--- config.mk ---
export PLATFORM = sky130hd
export DESIGN_NAME = pkt_gen_ctrl
export DESIGN_NICKNAME = d
export VERILOG_FILES = /design/src/rtl/pkt_test_pkg.sv /design/src/rtl/pkt_framer.sv /design/src/rtl/pkt_gen_ctrl.sv
export SDC_FILE = /design/constraint.sdc
export NUM_CORES = 1
export LEC_CHECK = 0
export CORE_MARGIN = 3
export CORE_UTILIZATION = 35
export CTS_BUF_LIST = sky130_fd_sc_hd__clkbuf_2 sky130_fd_sc_hd__clkbuf_4 sky130_fd_sc_hd__clkbuf_8
export CTS_CLUSTER_SIZE = 20
export DETAILED_ROUTE_END_ITERATION = 8
export PLACE_DENSITY = 0.74
export SLEW_MARGIN = 20
export SYNTH_ARGS = -nofsm -noshare
export SYNTH_HDL_FRONTEND = slang
export SYNTH_HIERARCHICAL = 1
export SYNTH_SLANG_ARGS = --single-unit
--- constraint.sdc ---
create_clock -name clk -period 10.4 [get_ports clk]
set_input_delay 2.6 -clock clk [delete_from_list [all_inputs] [get_ports clk]]
set_output_delay 2.6 -clock clk [all_outputs]
set_load 0.005 [all_outputs]
--- src/rtl/pkt_test_pkg.sv ---
// Shared types and constants for the 10GbE packet-test blocks.
// Holds the sequencer state encoding, the header marker and the generator reset length.
package pkt_test_pkg;

   typedef enum logic [2:0] {
      ST_IDLE,
      ST_ARM,
      ST_RUN,
      ST_DRAIN,
      ST_DONE
   } state_t;

   localparam logic [31:0] HEADER_WORD = 32'haabbccdd;
   localparam int unsigned ARM_CYCLES  = 2;

   function automatic logic [31:0] clamp_min(input logic [31:0] v, input logic [31:0] lo);
      return (v < lo) ? lo : v;
   endfunction

endpackage

--- src/rtl/pkt_framer.sv ---
// Registered data/valid stage with end-of-frame detection on the falling edge of valid.
// o_eof marks the last valid word: the registered word is valid and no word follows it.
module pkt_framer #(
   parameter int unsigned WIDTH = 128
) (
   input  logic             i_clk,
   input  logic             i_rst,
   input  logic [WIDTH-1:0] i_data,
   input  logic             i_valid,
   input  logic             i_en,
   output logic [WIDTH-1:0] o_data,
   output logic             o_valid,
   output logic             o_eof
);

   logic [WIDTH-1:0] r_data;
   logic             r_valid;
   logic             w_valid_nxt;

   // A word only counts if the generator was enabled when it presented it.
   assign w_valid_nxt = i_valid & i_en;

   always_ff @(posedge i_clk) begin
      if (i_rst) begin
         r_data  <= '0;
         r_valid <= 1'b0;
      end else begin
         r_data  <= i_data;
         r_valid <= w_valid_nxt;
      end
   end

   assign o_data  = r_data;
   assign o_valid = r_valid;
   assign o_eof   = r_valid & ~w_valid_nxt;

endmodule

--- src/rtl/pkt_gen_ctrl.sv ---
// Packet-test sequencer: programs the generator, sweeps burst length over steps,
// frames generator output for the 10GbE TX core and reports run status.
module pkt_gen_ctrl
   import pkt_test_pkg::*;
#(
   parameter int unsigned DOUT_WIDTH = 32,
   parameter int unsigned PARALLEL   = 4,
   parameter int unsigned MIN_SLEEP  = 4
) (
   input  logic                           clk,
   input  logic                           rst,
   input  logic                           start,
   input  logic                           stop,
   input  logic [31:0]                    cfg_burst_len,
   input  logic [15:0]                    cfg_burst_step,
   input  logic [7:0]                     cfg_n_steps,
   input  logic [31:0]                    cfg_n_packets,
   input  logic [31:0]                    cfg_sleep,
   output logic                           gen_rst,
   output logic                           gen_en,
   output logic [31:0]                    gen_burst_len,
   output logic [31:0]                    gen_sleep_write,
   input  logic [DOUT_WIDTH*PARALLEL-1:0] gen_dout,
   input  logic                           gen_dout_valid,
   input  logic                           tx_afull,
   output logic [DOUT_WIDTH*PARALLEL-1:0] tx_data,
   output logic                           tx_valid,
   output logic                           tx_eof,
   output logic                           busy,
   output logic                           done,
   output logic [7:0]                     step_idx,
   output logic [31:0]                    pkt_count,
   output logic                           err_afull
);

   localparam int unsigned W = DOUT_WIDTH * PARALLEL;

   state_t      r_state;
   state_t      w_state_nxt;
   logic [1:0]  r_arm_cnt;
   logic [7:0]  r_n_steps;
   logic [31:0] r_n_packets;
   logic [15:0] r_burst_step;
   logic [31:0] r_burst_len;
   logic [31:0] r_sleep;
   logic [7:0]  r_step_idx;
   logic [31:0] r_pkt_count;
   logic        r_err_afull;

   logic        w_gen_rst;
   logic        w_gen_en;
   logic        w_tx_valid;
   logic        w_tx_eof;
   logic        w_start_ok;
   logic        w_arm_last;
   logic [31:0] w_pkt_inc;
   logic        w_last_pkt;
   logic        w_more_steps;

   assign w_start_ok   = start & ((r_state == ST_IDLE) | (r_state == ST_DONE));
   assign w_arm_last   = (r_arm_cnt == 2'(ARM_CYCLES - 1));
   assign w_pkt_inc    = (r_pkt_count == '1) ? r_pkt_count : r_pkt_count + 32'd1;
   assign w_last_pkt   = (w_pkt_inc == r_n_packets);
   assign w_more_steps = ({1'b0, r_step_idx} + 9'd1) < {1'b0, r_n_steps};

   pkt_framer #(
      .WIDTH (W)
   ) u_framer (
      .i_clk   (clk),
      .i_rst   (rst),
      .i_data  (gen_dout),
      .i_valid (gen_dout_valid),
      .i_en    (w_gen_en),
      .o_data  (tx_data),
      .o_valid (w_tx_valid),
      .o_eof   (w_tx_eof)
   );

   // Generator controls are decoded apart from next-state so tx_eof (which depends on gen_en) feeds no loop.
   always_comb begin
      w_gen_rst = 1'b1;
      w_gen_en  = 1'b0;
      case (r_state)
         ST_RUN: begin
            w_gen_rst = 1'b0;
            w_gen_en  = ~(tx_afull & ~gen_dout_valid & ~w_tx_valid);
         end
         ST_DRAIN: begin
            w_gen_rst = 1'b0;
            w_gen_en  = 1'b1;
         end
         default: ;
      endcase
   end

   always_comb begin
      w_state_nxt = r_state;
      case (r_state)
         ST_IDLE, ST_DONE: begin
            if (start) w_state_nxt = ST_ARM;
         end
         ST_ARM: begin
            if (stop)
               w_state_nxt = ST_DONE;
            else if (w_arm_last)
               w_state_nxt = (r_n_packets == '0) ? ST_DONE : ST_RUN;
         end
         ST_RUN: begin
            if (w_tx_eof && w_last_pkt)
               w_state_nxt = w_more_steps ? ST_ARM : ST_DONE;
            else if (stop)
               w_state_nxt = ST_DRAIN;
         end
         ST_DRAIN: begin
            if (w_tx_eof || (!w_tx_valid && !gen_dout_valid)) w_state_nxt = ST_DONE;
         end
         default: w_state_nxt = ST_IDLE;
      endcase
   end

   always_ff @(posedge clk) begin
      if (rst) begin
         r_state      <= ST_IDLE;
         r_arm_cnt    <= '0;
         r_n_steps    <= 8'd1;
         r_n_packets  <= '0;
         r_burst_step <= '0;
         r_burst_len  <= '0;
         r_sleep      <= 32'(MIN_SLEEP);
         r_step_idx   <= '0;
         r_pkt_count  <= '0;
         r_err_afull  <= 1'b0;
      end else begin
         r_state   <= w_state_nxt;
         r_arm_cnt <= (r_state == ST_ARM) ? r_arm_cnt + 2'd1 : '0;

         if (w_start_ok) begin
            r_n_steps    <= (cfg_n_steps == '0) ? 8'd1 : cfg_n_steps;
            r_n_packets  <= cfg_n_packets;
            r_burst_step <= cfg_burst_step;
            r_burst_len  <= cfg_burst_len;
            r_sleep      <= clamp_min(cfg_sleep, 32'(MIN_SLEEP));
            r_step_idx   <= '0;
         end

         if (r_state == ST_ARM)
            r_pkt_count <= '0;
         else if (w_tx_eof && ((r_state == ST_RUN) || (r_state == ST_DRAIN)))
            r_pkt_count <= w_pkt_inc;

         if ((r_state == ST_RUN) && w_tx_eof && w_last_pkt && w_more_steps) begin
            r_step_idx  <= r_step_idx + 8'd1;
            r_burst_len <= r_burst_len + {16'd0, r_burst_step};
         end

         if (tx_afull && w_tx_valid) r_err_afull <= 1'b1;
      end
   end

   assign gen_rst         = w_gen_rst;
   assign gen_en          = w_gen_en;
   assign gen_burst_len   = r_burst_len;
   assign gen_sleep_write = r_sleep;
   assign tx_valid        = w_tx_valid;
   assign tx_eof          = w_tx_eof;
   assign busy            = (r_state == ST_ARM) | (r_state == ST_RUN) | (r_state == ST_DRAIN);
   assign done            = (r_state == ST_DONE);
   assign step_idx        = r_step_idx;
   assign pkt_count       = r_pkt_count;
   assign err_afull       = r_err_afull;

endmodule

# Word level (Yosys, flattened, before mapping)
# Index checks and enable logic that the tools add are counted.
[totals]
out_inout_bits = 239
reg_bits = 295
elab_cells = 81
[op_classes]
n_bitwise = 13
eq_ne = 11
n_addsub = 5
n_reduce_logical = 20
mux = 18
n_lt_le_gt_ge = 2
[ops]
columns = ["operator", "count"]
rows = [
  ["32-bit two-way mux", 4],
  ["32-bit by 1-bit adder with 32-bit output, second input constant", 1],
  ["32-bit by 16-bit adder with 32-bit output", 1],
  ["32-bit == test", 1],
  ["32-bit == test, second input constant", 1],
  ["32-bit logical NOT", 1],
  ["32-bit by 3-bit < comparator with 1-bit output, second input constant", 1],
  ["3-bit two-way mux", 8],
  ["8-bit two-way mux", 3],
  ["3-bit case mux with 4 select lines", 1],
  ["8-bit by 1-bit adder with 9-bit output, second input constant", 1],
  ["9-bit by 8-bit < comparator with 1-bit output", 1],
  ["8-bit by 1-bit adder with 8-bit output, second input constant", 1],
  ["8-bit logical NOT", 1],
  ["2-bit OR reduction", 4],
  ["1-bit logical AND", 7],
  ["3-bit by 2-bit == test with 1-bit output, second input constant", 2],
  ["3-bit != test, second input constant", 2],
  ["1-bit bitwise AND", 5],
  ["1-bit NOT", 5],
  ["2-bit != test, second input constant", 2],
  ["4-bit AND reduction", 1],
  ["3-bit by 1-bit == test with 1-bit output, second input constant", 1],
  ["3-bit == test, second input constant", 1],
  ["other kinds (9)", 13],
]

# Logic depth before layout (Yosys ltp)
# Gate-level depths: netlist of run 1.
[depth]
ltp_word = 12
depth_mapped = 16
mapped_depth_nobuf = 13

# Modules after synthesis
# Netlist of run 1, hierarchy kept.
[by_module_without_submodules]
columns = ["mod", "area_each_um2", "instances", "cells_per_inst", "seq_area_each_um2"]
rows = [
  ["pkt_gen_ctrl", 9253.9, 1, 1217, 3323.2],
  ["pkt_framer", 3472.1, 1, 273, 2582.5],
]

# Worst setup path before layout of run 1
# OpenSTA, ideal clock, no wires.
[synth_path]
kind = "input port to output port"
from = "input port gen_dout_valid"
to = "output port tx_eof"
path_buffers = 0
slack_ns = 4.606
path_stages = 3
required_ns = 7.800
arrival_ns = 3.194
cell_sequence = "nor2_1 a31oi_1 a21boi_0"
[synth_via]
elab_chain_len = 8
[synth_lines]
columns = ["element", "line", "text"]
rows = [
  ["from (decl)", "pkt_gen_ctrl.sv:24", "input logic gen_dout_valid,"],
  ["1-bit NOT", "pkt_gen_ctrl.sv:86", "w_gen_en = ~(tx_afull & ~gen_dout_valid & ~w_tx_valid);"],
  ["1-bit bitwise AND (2 in series)", "pkt_gen_ctrl.sv:86", ""],
  ["1-bit NOT", "pkt_gen_ctrl.sv:86", ""],
  ["1-bit case mux with 2 select lines", "pkt_gen_ctrl.sv:83", "case (r_state)"],
  ["named net gen_en", "pkt_gen_ctrl.sv:20", "output logic gen_en,"],
  ["1-bit bitwise AND", "pkt_framer.sv:21", "assign w_valid_nxt = i_valid & i_en;"],
  ["1-bit NOT", "pkt_framer.sv:35", "assign o_eof = r_valid & ~w_valid_nxt;"],
  ["1-bit bitwise AND", "pkt_framer.sv:35", ""],
  ["to (decl)", "pkt_gen_ctrl.sv:28", "output logic tx_eof,"],
]
# The timed path passes the listed nets, and every way through them passes these cells.

# Worst setup path in the final report of run 1
[layout_path]
from = "input port gen_dout_valid"
to = "output port tx_eof"
[layout_via]
elab_chain_len = 8
[layout_lines]
columns = ["element", "line"]
rows = [
  ["1-bit NOT", "pkt_gen_ctrl.sv:86"],
  ["1-bit bitwise AND (2 in series)", "pkt_gen_ctrl.sv:86"],
  ["1-bit NOT", "pkt_gen_ctrl.sv:86"],
  ["1-bit case mux with 2 select lines", "pkt_gen_ctrl.sv:83"],
  ["1-bit bitwise AND (*)", "pkt_framer.sv:21"],
  ["1-bit NOT (*)", "pkt_framer.sv:35"],
  ["1-bit bitwise AND (*)", "pkt_framer.sv:35"],
]
# Mark *: on every way between the ends. The rest lies on a longest branch, timed or not.

==> impl_results.html, run 1 <==
<table>
<tr><th>Metric</th><th>Value</th></tr>
<tr><th colspan="2">Outcome</th></tr>
<tr><td>Status</td><td>finished, final reports clean</td></tr>
<tr><th colspan="2">CTS</th></tr>
<tr><td>CTS tree</td><td>built</td></tr>
<tr><td>Sinks on Clock Net</td><td>between 200 and 300</td></tr>
<tr><td>Clock Latency Late Sink</td><td>~0.63 ns</td></tr>
<tr><td>Number of buffers inserted by post-CTS setup repair</td><td>0</td></tr>
<tr><td>Total number of H-tree levels</td><td>2</td></tr>
<tr><td>Cell at the root of the clock tree</td><td>clkbuf_8</td></tr>
<tr><td>Resized cells post-CTS</td><td>0</td></tr>
<tr><td>Clock buffers created by TritonCTS</td><td>52</td></tr>
<tr><td>Max Buffers Root-to-Sink</td><td>3</td></tr>
<tr><td># hold bufs at CTS</td><td>0</td></tr>
<tr><td>Clock transition at the register clock pins on the worst setup and hold paths after CTS</td><td>about 0.06 ns</td></tr>
<tr><th colspan="2">Placement</th></tr>
<tr><td>Total instance count after detailed placement</td><td>2368</td></tr>
<tr><td>Input/output buffers</td><td>492</td></tr>
<tr><td>RD Place Congestion</td><td>0.911</td></tr>
<tr><td>DPL Wire Length</td><td>36600 um</td></tr>
<tr><th colspan="2">Final layout</th></tr>
<tr><td>Final core utilization</td><td>a little over half</td></tr>
<tr><td>Final Net Count</td><td>2242</td></tr>
<tr><td>Proportion of layout cells with a drive suffix above 1</td><td>6.30%</td></tr>
<tr><td>Final Instance Count excl. Fillers</td><td>2464</td></tr>
<tr><td>Syn-to-layout area delta</td><td>49.6%</td></tr>
<tr><th colspan="2">Logic synthesis</th></tr>
<tr><td>Share of the synthesized netlist area taken by xor and xnor gates</td><td>under 10%</td></tr>
<tr><td>Prevailing post-synth register cell</td><td>dfxtp_1</td></tr>
<tr><td>Proportion of synthesized flip-flops having asynchronous set or reset</td><td>0%</td></tr>
<tr><td>Cell Area, Synth</td><td>approximately 13000 um^2</td></tr>
<tr><td>Fraction of the yosys area taken by sequential cells</td><td>between 40% and 50%</td></tr>
<tr><td>Flops &amp; latches, synth</td><td>295</td></tr>
<tr><td>Main combinational cell family by area after synthesis</td><td>simple AND/OR/NAND/NOR gates</td></tr>
<tr><td>Number of nets in the synthesized netlist</td><td>1771</td></tr>
<tr><td>Synth Area in Adders</td><td>2.71%</td></tr>
<tr><td>Syn_area_per_cell</td><td>8.54 um^2</td></tr>
<tr><td>Yosys synthesis warning count</td><td>6</td></tr>
<tr><td>Gate Count Post-Synth</td><td>~1500</td></tr>
<tr><td>Post-synthesis compound-gate area fraction</td><td>approximately an eighth</td></tr>
<tr><td>EDFF count, synth</td><td>0</td></tr>
<tr><td>Simple-gate portion of the synthesized area</td><td>around 28%</td></tr>
<tr><td>Share of synthesized area spent on multiplexers</td><td>less than 1%</td></tr>
<tr><td>Post-synth cell types</td><td>74</td></tr>
<tr><th colspan="2">Critical path</th></tr>
<tr><td>Flop2flop setup slack</td><td>roughly 5 ns</td></tr>
<tr><td>Start-to-end type of the worst setup path</td><td>in -&gt; out</td></tr>
<tr><td>Endpoint arrival time on the critical path</td><td>around 4.2 ns</td></tr>
<tr><td>Source of the worst register-to-register timing path</td><td>pkt_count[1]</td></tr>
<tr><td>Kind of end point of the critical path</td><td>primary output</td></tr>
<tr><td>CP Launch Type</td><td>input pin</td></tr>
<tr><td>Crit path buffers/inverters</td><td>3</td></tr>
<tr><td>Critical path peak fanout</td><td>4</td></tr>
<tr><td>Biggest cell delay along the critical path</td><td>around 0.52 ns</td></tr>
<tr><td>Top Family by Delay on Critical Path</td><td>buffers and inverters</td></tr>
<tr><td>Crit-path slowest cell</td><td>clkdlybuf4s50_1</td></tr>
<tr><td>Source of the critical timing path</td><td>gen_dout_valid</td></tr>
<tr><td>Crit-path most repeated cell</td><td>clkdlybuf4s50_1</td></tr>
<tr><td>Cell-by-cell trace of the critical path</td><td>clkdlybuf4s50_1 -&gt; nor2_1 -&gt; a31oi_1 -&gt; a21boi_0 -&gt; buf_4 -&gt; clkdlybuf4s50_1</td></tr>
<tr><td>Worst Path Required</td><td>approximately 7.8 ns</td></tr>
<tr><th colspan="2">Power</th></tr>
<tr><td>Tot Pwr</td><td>between 2 and 3 mW</td></tr>
<tr><td>Switching share of total power</td><td>between 20% and 30%</td></tr>
<tr><td>Sequential share of power</td><td>43.7%</td></tr>
<tr><td>LEAKAGE</td><td>7.08 nW</td></tr>
<tr><td>Power Density</td><td>between 150 and 200 nW/um^2</td></tr>
<tr><td>Relative contribution of combinational cells to total power</td><td>~18%</td></tr>
<tr><td>Design internal power</td><td>~2.1 mW</td></tr>
<tr><td>Switching Power</td><td>0.791 mW</td></tr>
<tr><td>Clock network fraction of design power</td><td>a little under two fifths</td></tr>
<tr><td>Worst voltage drop across the vdd grid</td><td>around 120 uV</td></tr>
<tr><th colspan="2">Route</th></tr>
<tr><td>Drt via density</td><td>between 5 and 6</td></tr>
<tr><td>First DRT Iteration DRCs</td><td>approximately 790</td></tr>
<tr><td>Final Routed Wirelength</td><td>48600 um</td></tr>
<tr><td>Antenna viol nets, final</td><td>0</td></tr>
<tr><td>Total via count in the routed design</td><td>12700</td></tr>
<tr><td>First-pass iteration count of the detailed router</td><td>5</td></tr>
<tr><td>Final routed DRC violation total</td><td>0</td></tr>
<tr><td>Detailed-route wire length per cell</td><td>just under 20 um</td></tr>
<tr><th colspan="2">Timing</th></tr>
<tr><td>Final worst path period need</td><td>just under 7 ns</td></tr>
<tr><td>Headroom to the max-slew limit</td><td>about a quarter</td></tr>
<tr><td>Maximum operating frequency</td><td>0.146 GHz</td></tr>
<tr><td>Final cycle utilization of the critical path</td><td>between 60% and 70%</td></tr>
<tr><td>Worst-margin pin slew</td><td>1.14 ns</td></tr>
<tr><td>Number of hold violations in the final report</td><td>0</td></tr>
<tr><td>Number of endpoints failing setup at the final stage</td><td>0</td></tr>
<tr><td>Total Negative Setup Slacks</td><td>0 ns</td></tr>
<tr><td>Number of pins with negative max-slew slack in the final report</td><td>0</td></tr>
<tr><td>Unrepaired setup endpoints after global routing</td><td>false</td></tr>
<tr><td>Setup clock skew after layout</td><td>roughly 0.042 ns</td></tr>
<tr><th colspan="2">Global route</th></tr>
<tr><td>Total Routing Usage GR</td><td>around a quarter</td></tr>
<tr><td>Overflow after GRT</td><td>0</td></tr>
<tr><td>Maximum number of pins on one net before global-route repair</td><td>around 100</td></tr>
<tr><td>First-pass GRT wire length</td><td>about 73000 um</td></tr>
<tr><td>Number of antenna violations at the first check in global routing</td><td>6</td></tr>
<tr><td>Via count of the first global-routing pass</td><td>between 10000 and 15000</td></tr>
<tr><th colspan="2">Hold path</th></tr>
<tr><td>Min-delay src</td><td>r_arm_cnt[0]</td></tr>
<tr><td>Worst min path class</td><td>reg -&gt; reg</td></tr>
<tr><th colspan="2">Die</th></tr>
<tr><td>Number of placement rows</td><td>between 60 and 70</td></tr>
<tr><td>Number of placed I/O pins</td><td>around 490</td></tr>
<tr><td>Area of the core region</td><td>~36000 um^2</td></tr>
<tr><td>Floorplan die area</td><td>a little under 40000 um^2</td></tr>
<tr><td>Die height</td><td>about 200 um</td></tr>
<tr><td>Die Span X</td><td>~200 um</td></tr>
<tr><td>Initial Utilization</td><td>a little over a third</td></tr>
<tr><th colspan="2">Run</th></tr>
<tr><td>Number of max-cap violations</td><td>0</td></tr>
</table>
[area by class of cell]
class                      instances  area, um^2
sequential                       295        5910
clock inverter                    17         119
antenna                            2        5.00
inverter                          21        78.8
fill                            3306       16700
clock buffer                      77         953
multi-input combinational       1090        6400
timing repair buffer             501        5000
tap                              461         577
[through the flow]
step	hold slack, ns	area, um^2	setup slack (ns)
floorplan	0.397	12700	4.61
global placement	0.407	18000	3.57
detailed placement	0.414	18000	3.59
CTS	0.423	19000	3.58
global route	0.434	19000	3.44
finish	0.417	19000	3.57
[cell usage in the layout, fill, tap and decap left out, types with 9 or more instances in the layout]
master / Yosys / routed
clkbuf_4: 0 / 17
inv_1: 21 / 21
a22oi_1: 9 / 9
clkinv_2: 0 / 13
nor2b_1: 133 / 133
nand4_1: 30 / 30
buf_4: 2 / 9
a21oi_1: 124 / 124
nand2b_1: 9 / 9
nand2_1: 257 / 256
xor2_1: 34 / 34
or3_1: 10 / 10
nor2_1: 84 / 84
nand3_1: 50 / 50
o21ai_0: 38 / 38
dfxtp_1: 295 / 295
a31oi_1: 20 / 20
clkbuf_8: 0 / 61
nor4_1: 28 / 28
o211ai_1: 11 / 11
and3_1: 26 / 26
xnor2_1: 53 / 53
ha_1: 26 / 26
clkdlybuf4s50_1: 0 / 491
nor3_1: 23 / 23
[kinds of logic (layout without fill, tap and decap cells)]
| group | Yosys count | in the layout |
|---|---|---|
| AO/OA/AOI/OAI | 271 | 271 |
| other | 0 | 2 |
| XOR/XNOR | 87 | 87 |
| buffers and inverters | 105 | 616 |
| adder cells (fa/ha/maj) | 27 | 27 |
| flip-flops | 295 | 295 |
| multiplexers | 7 | 7 |
| AND/OR/NAND/NOR | 698 | 698 |
[registers in the layout (all words and copies together) (netlist names)]
name              count
u_framer/o_data     128
gen_burst_len        32
gen_sleep_write      32
pkt_count            32
r_n_packets          32
r_burst_step         16
r_n_steps             8
step_idx              8
r_state               3
r_arm_cnt             2
err_afull             1
u_framer/o_valid      1
[cells in the mapped netlist (all sizes together) (3+ instances only)]
library cell	n	area, um^2
o22ai	3	18.8
a211o	3	26.3
nand2	257	965
o211ai	11	82.6
nand3b	3	22.5
o21a	3	22.5
o311ai	7	61.3
a41oi	5	43.8
nor4	30	218
nand2b	9	56.3
o21ai	40	200
or4	9	75.1
buf	28	145
nand4	31	209
a22oi	9	67.6
nor3	25	135
a2111oi	3	26.3
o31ai	5	37.5
dfxtp	295	5910
nor2	85	322
a21oi	124	621
nor3b	5	37.5
mux2	3	33.8
a211oi	4	30.0
xnor2	53	464
or3	10	62.6
clkbuf	56	213
a21o	7	52.6
or2	7	43.8
a32o	4	40.0
mux2i	4	40.0
and3	26	163
nand3	51	260
and4	6	52.6
ha	26	325
inv	21	78.8
a31oi	20	125
nor2b	133	832
and2	4	25.0
xor2	34	298
a21boi	3	22.5
[routing by layer]
layer / part of all wire, % / track usage, % / vias up / wire length, um
met5: 0.14 / 0 / - / 69
met4: 3.0 / 8.42 / 10 / 1470
met3: 10 / 8.48 / 108 / 4840
met2: 47 / 39.1 / 554 / 22900
met1: 40 / 29.2 / 5893 / 19300
li1: - / - / 6109 / -
[worst paths after layout]
path                                          to  cells after the start
worst min-delay path                r_arm_cnt[0]                      1
worst min register to register      r_arm_cnt[0]                      1
worst max-delay path                      tx_eof                      6
worst max register to register  gen_burst_len[6]                     12
[power groups by stage]
stage	Combinational, mW	Clock [mW]	Sequential [mW]
6_report	0.514	1.11	1.26
5_1_grt	0.558	1.18	1.26
4_1_cts	0.516	1.14	1.26
3_5_place_dp	0.512	0	1.28
3_3_place_gp	0.505	0	1.28
2_1_floorplan	0.229	0	1.27
Note: power is estimated with default switching activity, not from simulation.
==> inputs of run 2 (changes only) <==
PLACE_DENSITY = 0.77   (was 0.74)
clock period = 5.6 ns   (was 10.4 ns; I/O delays follow)
==> impl_results.html, run 2 (same netlist as run 1, synthesis figures left out) <==
<table>
<tr><th>Metric</th><th>Value</th></tr>
<tr><th colspan="2">Outcome</th></tr>
<tr><td>Status</td><td>finished, final reports clean</td></tr>
<tr><th colspan="2">Route</th></tr>
<tr><td>Antenna viol nets, final</td><td>0 (unchanged)</td></tr>
<tr><td>First DRT Iteration DRCs</td><td>918 (+16%)</td></tr>
<tr><td>Detailed-route wire length per cell</td><td>19.4 um (-1.8%)</td></tr>
<tr><td>Drt via density</td><td>5.16 (+0.34%)</td></tr>
<tr><td>Final Routed Wirelength</td><td>47700 um (-1.8%)</td></tr>
<tr><td>Final routed DRC violation total</td><td>0 (unchanged)</td></tr>
<tr><td>Total via count in the routed design</td><td>12700 (+0.34%)</td></tr>
<tr><td>First-pass iteration count of the detailed router</td><td>6 (+1)</td></tr>
<tr><th colspan="2">Critical path</th></tr>
<tr><td>Critical path peak fanout</td><td>14 (+10)</td></tr>
<tr><td>Source of the critical timing path</td><td>pkt_count[0]</td></tr>
<tr><td>Biggest cell delay along the critical path</td><td>0.58 ns (+0.06 ns)</td></tr>
<tr><td>R2r worst-path depth</td><td>11 (-1)</td></tr>
<tr><td>Top Family by Delay on Critical Path</td><td>simple AND/OR/NAND/NOR gates</td></tr>
<tr><td>Worst Path Required</td><td>6.12 ns (-1.68 ns)</td></tr>
<tr><td>Source of the worst register-to-register timing path</td><td>pkt_count[0]</td></tr>
<tr><td>CP Launch Type</td><td>flip-flop</td></tr>
<tr><td>Cell-by-cell trace of the critical path</td><td>ha_1 -&gt; and4_1 -&gt; and3_1 -&gt; nand3_2 -&gt; mux2i_1 -&gt; xnor2_1 -&gt; or4_4 -&gt; nor4_4 -&gt; nand4b_1 -&gt; or2_2 -&gt; a32o_1</td></tr>
<tr><td>Crit-path slowest cell</td><td>or4_4</td></tr>
<tr><td>Endpoint arrival time on the critical path</td><td>5.28 ns (+1.05 ns)</td></tr>
<tr><td>Start-to-end type of the worst setup path</td><td>reg -&gt; reg</td></tr>
<tr><td>Flop2flop setup slack</td><td>0.84 ns (-4.19 ns)</td></tr>
<tr><td>Kind of end point of the critical path</td><td>flip-flop</td></tr>
<tr><td>Crit path buffers/inverters</td><td>0 (-3)</td></tr>
<tr><td>R2R Path End</td><td>gen_burst_len[30]</td></tr>
<tr><th colspan="2">Final layout</th></tr>
<tr><td>Proportion of layout cells with a drive suffix above 1</td><td>6.34% (+0.047 points)</td></tr>
<tr><td>Final core utilization</td><td>53.4% (+0.17 points)</td></tr>
<tr><td>Most common cell after layout, fill and taps aside</td><td>clkdlybuf4s50_1</td></tr>
<tr><td>Most frequent cells in the layout</td><td>clkdlybuf4s50_1, dfxtp_1, nand2_1, nor2b_1, a21oi_1</td></tr>
<tr><td>Final Net Count</td><td>2245 (+0.13%)</td></tr>
<tr><td>Flip-flop count of the largest register after layout</td><td>128 (unchanged)</td></tr>
<tr><td>Syn-to-layout area delta</td><td>50.0%</td></tr>
<tr><th colspan="2">Placement</th></tr>
<tr><td>DPL Wire Length</td><td>36200 um (-1.2%)</td></tr>
<tr><td>Input/output buffers</td><td>492 (unchanged)</td></tr>
<tr><td>RD Place Congestion</td><td>0.927 (+1.8%)</td></tr>
<tr><th colspan="2">Timing</th></tr>
<tr><td>Number of pins with negative max-slew slack in the final report</td><td>0 (unchanged)</td></tr>
<tr><td>Setup clock skew after layout</td><td>0.0507 ns (+0.00862 ns)</td></tr>
<tr><td>Total Negative Setup Slacks</td><td>0 ns (unchanged)</td></tr>
<tr><td>Final cycle utilization of the critical path</td><td>between 80% and 90%</td></tr>
<tr><td>Worst-margin pin slew</td><td>1.04 ns (-0.102 ns)</td></tr>
<tr><td>Maximum operating frequency</td><td>~0.21 GHz</td></tr>
<tr><td>Final worst path period need</td><td>around 4.8 ns</td></tr>
<tr><td>Unrepaired setup endpoints after global routing</td><td>false</td></tr>
<tr><td>Number of hold violations in the final report</td><td>0 (unchanged)</td></tr>
<tr><td>Headroom to the max-slew limit</td><td>30.9% (+7.1 points)</td></tr>
<tr><td>Number of endpoints failing setup at the final stage</td><td>0 (unchanged)</td></tr>
<tr><th colspan="2">Die</th></tr>
<tr><td>Area of the core region</td><td>35700 um^2 (unchanged)</td></tr>
<tr><td>Number of placement rows</td><td>69 (unchanged)</td></tr>
<tr><td>Die Span X</td><td>197 um (unchanged)</td></tr>
<tr><td>Number of placed I/O pins</td><td>493 (unchanged)</td></tr>
<tr><td>Initial Utilization</td><td>35.6% (unchanged)</td></tr>
<tr><td>Die height</td><td>197 um (unchanged)</td></tr>
<tr><td>Floorplan die area</td><td>38700 um^2 (unchanged)</td></tr>
<tr><th colspan="2">Power</th></tr>
<tr><td>LEAKAGE</td><td>7.10 nW (+0.37%)</td></tr>
<tr><td>Power Density</td><td>282 nW/um^2 (+86%)</td></tr>
<tr><td>Worst voltage drop across the vdd grid</td><td>211 uV (+72%)</td></tr>
<tr><th colspan="2">CTS</th></tr>
<tr><td># hold bufs at CTS</td><td>0 (unchanged)</td></tr>
<tr><td>Clock Latency Late Sink</td><td>0.63 ns (about the same)</td></tr>
<tr><td>Clock buffers created by TritonCTS</td><td>51 (-1.9%)</td></tr>
<tr><td>Clock transition at the register clock pins on the worst setup and hold paths after CTS</td><td>0.07 ns (about the same)</td></tr>
<tr><td>Sinks on Clock Net</td><td>295 (unchanged)</td></tr>
<tr><td>Cell at the root of the clock tree</td><td>clkbuf_8</td></tr>
<tr><td>Number of buffers inserted by post-CTS setup repair</td><td>0 (unchanged)</td></tr>
<tr><td>Total number of H-tree levels</td><td>2 (unchanged)</td></tr>
<tr><td>Max Buffers Root-to-Sink</td><td>3 (unchanged)</td></tr>
<tr><td>CTS tree</td><td>built</td></tr>
<tr><td>Resized cells post-CTS</td><td>0 (unchanged)</td></tr>
<tr><th colspan="2">Global route</th></tr>
<tr><td>Overflow after GRT</td><td>0 (unchanged)</td></tr>
<tr><td>Number of antenna violations at the first check in global routing</td><td>2 (-4)</td></tr>
<tr><td>Total Routing Usage GR</td><td>23.4% (-0.44 points)</td></tr>
<tr><td>Maximum number of pins on one net before global-route repair</td><td>120 (+19%)</td></tr>
<tr><td>First-pass GRT wire length</td><td>72100 um (-0.79%)</td></tr>
<tr><td>Via count of the first global-routing pass</td><td>12500 (-0.67%)</td></tr>
<tr><th colspan="2">Hold path</th></tr>
<tr><td>Min-delay src</td><td>r_arm_cnt[0]</td></tr>
<tr><td>Worst hold path endpoint</td><td>r_arm_cnt[0]</td></tr>
<tr><td>Worst min path class</td><td>reg -&gt; reg</td></tr>
<tr><td>Cell depth of the worst hold path</td><td>1 (unchanged)</td></tr>
<tr><th colspan="2">Run</th></tr>
<tr><td>Number of max-cap violations</td><td>0 (unchanged)</td></tr>
</table>
==> run 2: cell count changes in the layout (fill, tap and decap cells not counted), sizes merged <==
cell and change:
clkbuf +2, buf +4, clkinv -5, diode -1
==> run 2: power by group <==
group / switching, mW / internal [mW]
combinational: 0.447 / 0.501
sequential: 0.101 / 2.23
clock: 0.916 / 1.18
==> run 2: how the worst max path moves through the flow <==
stage	depth (start not counted)	slack, ns	end
finish	11	0.84	gen_burst_len[30]
global route	11	0.56	gen_burst_len[30]
CTS	6	0.85	tx_eof
detailed placement	12	0.34	gen_burst_len[30]
global placement	12	0.42	gen_burst_len[30]
floorplan	11	1.61	gen_burst_len[25]
==> run 2: cell type report <==
type | count | area [um^2]
clock buffer | 79 | 1000
sequential | 295 | 5910
multi-input combinational | 1090 | 6400
inverter | 21 | 78.8
antenna | 1 | 2.50
timing repair buffer | 505 | 5040
clock inverter | 12 | 93.8
tap | 461 | 577
fill | 3288 | 16600
==> run 2: metrics by stage <==
stage / worst slack [ns] / cell area, um^2 / total power, mW / cells / hold WS [ns]
global route: 0.558 / 19100 / 5.61 / 2463 / 0.452
floorplan: 1.61 / 12700 / 2.78 / 1490 / 0.397
global placement: 0.416 / 18000 / 3.30 / 2372 / 0.405
finish: 0.840 / 19100 / 5.38 / 2464 / 0.420
detailed placement: 0.337 / 18000 / 3.32 / 2372 / 0.415
CTS: 0.853 / 19100 / 5.44 / 2463 / 0.426
==> run 2: metal layers <==
layer,track usage [%],share of wire [%]
met1,29.3,40
met2,38.8,48
met3,7.74,9.6
met4,6.84,2.3
met5,0,0.069
==> run 2: worst register-to-register path, stage by stage, from the launching register on <==
cell and delay (ns):
dfxtp_1 0.44, ha_1 0.31, and4_1 0.42, and3_1 0.49, nand3_2 0.38, mux2i_1 0.29, xnor2_1 0.12, or4_4 0.58
nor4_4 0.35, nand4b_1 0.53, or2_2 0.50, a32o_1 0.26
==> inputs of run 3 (changes only) <==
clock period = 4.3 ns   (was 5.6 ns; I/O delays follow)
==> impl_results.html, run 3 (same netlist as run 1, synthesis figures left out) <==
<table>
<tr><th>Metric</th><th>Value</th></tr>
<tr><th colspan="2">Outcome</th></tr>
<tr><td>Status</td><td>finished, final reports clean</td></tr>
<tr><th colspan="2">Route</th></tr>
<tr><td>Antenna viol nets, final</td><td>0 (unchanged)</td></tr>
<tr><td>First DRT Iteration DRCs</td><td>847 (-7.7%)</td></tr>
<tr><td>Final Routed Wirelength</td><td>48600 um (+1.8%)</td></tr>
<tr><td>First-pass iteration count of the detailed router</td><td>5 (-1)</td></tr>
<tr><td>Drt via density</td><td>5.16 (about the same)</td></tr>
<tr><td>Final routed DRC violation total</td><td>0 (unchanged)</td></tr>
<tr><td>Detailed-route wire length per cell</td><td>19.4 um (about the same)</td></tr>
<tr><td>Total via count in the routed design</td><td>12900 (+1.8%)</td></tr>
<tr><th colspan="2">Timing</th></tr>
<tr><td>Number of hold violations in the final report</td><td>0 (unchanged)</td></tr>
<tr><td>Total Negative Setup Slacks</td><td>0 ns (unchanged)</td></tr>
<tr><td>Final worst path period need</td><td>4.05 ns (-0.712 ns)</td></tr>
<tr><td>Headroom to the max-slew limit</td><td>40.8% (+9.8 points)</td></tr>
<tr><td>Fin Hold WS</td><td>0.421 ns (+0.000779 ns)</td></tr>
<tr><td>Number of pins with negative max-slew slack in the final report</td><td>0 (unchanged)</td></tr>
<tr><td>Maximum operating frequency</td><td>0.247 GHz (+18%)</td></tr>
<tr><td>Number of endpoints failing setup at the final stage</td><td>0 (unchanged)</td></tr>
<tr><td>Final cycle utilization of the critical path</td><td>94.1% (+9.1 points)</td></tr>
<tr><td>Setup clock skew after layout</td><td>0.0166 ns (-0.0341 ns)</td></tr>
<tr><td>Worst-margin pin slew</td><td>0.887 ns (-0.148 ns)</td></tr>
<tr><td>Unrepaired setup endpoints after global routing</td><td>false</td></tr>
<tr><th colspan="2">Power</th></tr>
<tr><td>LEAKAGE</td><td>7.31 nW (+2.9%)</td></tr>
<tr><td>Sequential share of power</td><td>43.7% (+0.3 points)</td></tr>
<tr><td>Switching share of total power</td><td>27.6% (+0.37 points)</td></tr>
<tr><td>Clock network fraction of design power</td><td>38.2% (-0.8 points)</td></tr>
<tr><td>Switching Power</td><td>1.92 mW (+31%)</td></tr>
<tr><td>Worst voltage drop across the vdd grid</td><td>302 uV (+43%)</td></tr>
<tr><td>Relative contribution of combinational cells to total power</td><td>18.1% (+0.5 points)</td></tr>
<tr><td>Power Density</td><td>359 nW/um^2 (+27%)</td></tr>
<tr><td>Design internal power</td><td>5.04 mW (+29%)</td></tr>
<tr><th colspan="2">CTS</th></tr>
<tr><td>Clock Latency Late Sink</td><td>0.62 ns (about the same)</td></tr>
<tr><td>Total number of H-tree levels</td><td>2 (unchanged)</td></tr>
<tr><td>Cell at the root of the clock tree</td><td>clkbuf_8</td></tr>
<tr><td>CTS tree</td><td>built</td></tr>
<tr><td>Max Buffers Root-to-Sink</td><td>3 (unchanged)</td></tr>
<tr><td>Clock transition at the register clock pins on the worst setup and hold paths after CTS</td><td>0.06 ns (about the same)</td></tr>
<tr><td>Sinks on Clock Net</td><td>295 (unchanged)</td></tr>
<tr><td>Clock buffers created by TritonCTS</td><td>50 (-2.0%)</td></tr>
<tr><td>Number of buffers inserted by post-CTS setup repair</td><td>0 (unchanged)</td></tr>
<tr><th colspan="2">Hold path</th></tr>
<tr><td>Cell depth of the worst hold path</td><td>1 (unchanged)</td></tr>
<tr><td>Min-delay src</td><td>r_arm_cnt[0]</td></tr>
<tr><td>Worst hold path endpoint</td><td>r_arm_cnt[0]</td></tr>
<tr><td>Worst min path class</td><td>reg -&gt; reg</td></tr>
<tr><th colspan="2">Global route</th></tr>
<tr><td>Total Routing Usage GR</td><td>24.0% (+0.54 points)</td></tr>
<tr><td>Via count of the first global-routing pass</td><td>12800 (+2.0%)</td></tr>
<tr><td>Number of antenna violations at the first check in global routing</td><td>4 (+2)</td></tr>
<tr><td>First-pass GRT wire length</td><td>73400 um (+1.7%)</td></tr>
<tr><td>Overflow after GRT</td><td>0 (unchanged)</td></tr>
<tr><td>Maximum number of pins on one net before global-route repair</td><td>168 (+40%)</td></tr>
<tr><th colspan="2">Placement</th></tr>
<tr><td>RD Place Congestion</td><td>0.943 (+1.7%)</td></tr>
<tr><td>DPL Wire Length</td><td>37200 um (+2.7%)</td></tr>
<tr><td>Input/output buffers</td><td>492 (unchanged)</td></tr>
<tr><th colspan="2">Critical path</th></tr>
<tr><td>Endpoint arrival time on the critical path</td><td>4.54 ns (-0.74 ns)</td></tr>
<tr><td>Start-to-end type of the worst setup path</td><td>reg -&gt; reg</td></tr>
<tr><td>Critical path peak fanout</td><td>11 (-3)</td></tr>
<tr><td>R2R Path End</td><td>gen_burst_len[17]</td></tr>
<tr><td>Flop2flop setup slack</td><td>0.25 ns (-0.59 ns)</td></tr>
<tr><td>Worst Path Required</td><td>4.79 ns (-1.33 ns)</td></tr>
<tr><td>R2r worst-path depth</td><td>13 (+2)</td></tr>
<tr><td>CP Launch Type</td><td>flip-flop</td></tr>
<tr><td>Source of the worst register-to-register timing path</td><td>pkt_count[6]</td></tr>
<tr><td>Source of the critical timing path</td><td>pkt_count[6]</td></tr>
<tr><td>Kind of end point of the critical path</td><td>flip-flop</td></tr>
<tr><th colspan="2">Final layout</th></tr>
<tr><td>Most frequent cells in the layout</td><td>clkdlybuf4s50_1, dfxtp_1, nand2_1, nor2b_1, a21oi_1</td></tr>
<tr><td>Final Net Count</td><td>2287 (+1.9%)</td></tr>
<tr><td>Proportion of layout cells with a drive suffix above 1</td><td>8.36% (+2.0 points)</td></tr>
<tr><td>Syn-to-layout area delta</td><td>52.4%</td></tr>
<tr><td>Most common cell after layout, fill and taps aside</td><td>clkdlybuf4s50_1</td></tr>
<tr><td>Flip-flop count of the largest register after layout</td><td>128 (unchanged)</td></tr>
<tr><th colspan="2">Die</th></tr>
<tr><td>Area of the core region</td><td>35700 um^2 (unchanged)</td></tr>
<tr><td>Number of placed I/O pins</td><td>493 (unchanged)</td></tr>
<tr><td>Floorplan die area</td><td>38700 um^2 (unchanged)</td></tr>
<tr><td>Number of placement rows</td><td>69 (unchanged)</td></tr>
<tr><td>Die height</td><td>197 um (unchanged)</td></tr>
<tr><td>Die Span X</td><td>197 um (unchanged)</td></tr>
<tr><td>Initial Utilization</td><td>35.6% (unchanged)</td></tr>
<tr><th colspan="2">Run</th></tr>
<tr><td>Number of max-cap violations</td><td>0 (unchanged)</td></tr>
</table>
## run 3: cell types whose count changed in the layout (fill, tap and decap cells not counted), sizes merged
cell	change
clkbuf	-4
clkinv	+4
buf	+43
## run 3: worst max-delay path by stage
| stage | end | slack, ns |
|---|---|---|
| 4_1_cts | gen_burst_len[31] | 0.35 |
| 3_5_place_dp | gen_burst_len[31] | 0.01 |
| 3_3_place_gp | gen_burst_len[17] | 0.07 |
| 6_report | gen_burst_len[17] | 0.25 |
| 2_1_floorplan | gen_burst_len[25] | 0.63 |
| 5_1_grt | gen_burst_len[17] | 0.04 |
## run 3: layer usage
metal	wire [um]	GRT usage (%)	part of all wire [%]
met2	23200	39.8	48
met5	27	0	0.056
met3	4550	7.18	9.4
met4	1240	7.76	2.6
met1	19500	30.0	40
## run 3: stage by stage
step / worst slack [ns] / power (mW) / std cells / cell area, um^2 / util [%]
3_3_place_gp: 0.0662 / 4.33 / 2415 / 18300 / 51.3
5_1_grt: 0.0430 / 7.27 / 2506 / 19400 / 54.3
4_1_cts: 0.349 / 7.02 / 2506 / 19400 / 54.2
2_1_floorplan: 0.630 / 3.62 / 1490 / 12700 / -
6_report: 0.252 / 6.96 / 2507 / 19400 / 54.3
3_5_place_dp: 0.0129 / 4.35 / 2415 / 18300 / 51.3
## run 3: final cells by class
cell class / instances / area, um^2
fillers: 3210 / 16300
multi-input cells: 1090 / 6400
clock inverters: 16 / 116
well taps: 461 / 577
flip-flops and latches: 295 / 5910
clock buffers: 75 / 938
inverters: 21 / 78.8
diodes: 1 / 2.50
repair buffers: 548 / 5370
## run 3: worst max-delay path, stage by stage, from the launching register on
cell	delay (ns)
dfxtp_1	0.47
nand3_1	0.17
nor4_1	0.29
buf_4	0.26
nand2_1	0.09
nor4_1	0.46
buf_4	0.21
nor3b_1	0.05
or4_4	0.52
nor4_4	0.41
nand3_1	0.28
buf_4	0.24
o311ai_0	0.36
a21oi_1	0.11
## run 3: power groups by stage
| stage | logic (mW) | clock network, mW | registers, mW |
|---|---|---|---|
| 3_3_place_gp | 1.24 | 0 | 3.09 |
| 2_1_floorplan | 0.553 | 0 | 3.07 |
| 4_1_cts | 1.27 | 2.72 | 3.04 |
| 3_5_place_dp | 1.25 | 0 | 3.09 |
| 6_report | 1.26 | 2.66 | 3.04 |
| 5_1_grt | 1.37 | 2.84 | 3.06 |
## run 3: repair_timing
item,in CTS,in global routing
resized for setup,0,1
endpoints found under the hold margin,0,0
hold buffers,0,0
endpoints found under the setup margin,0,1
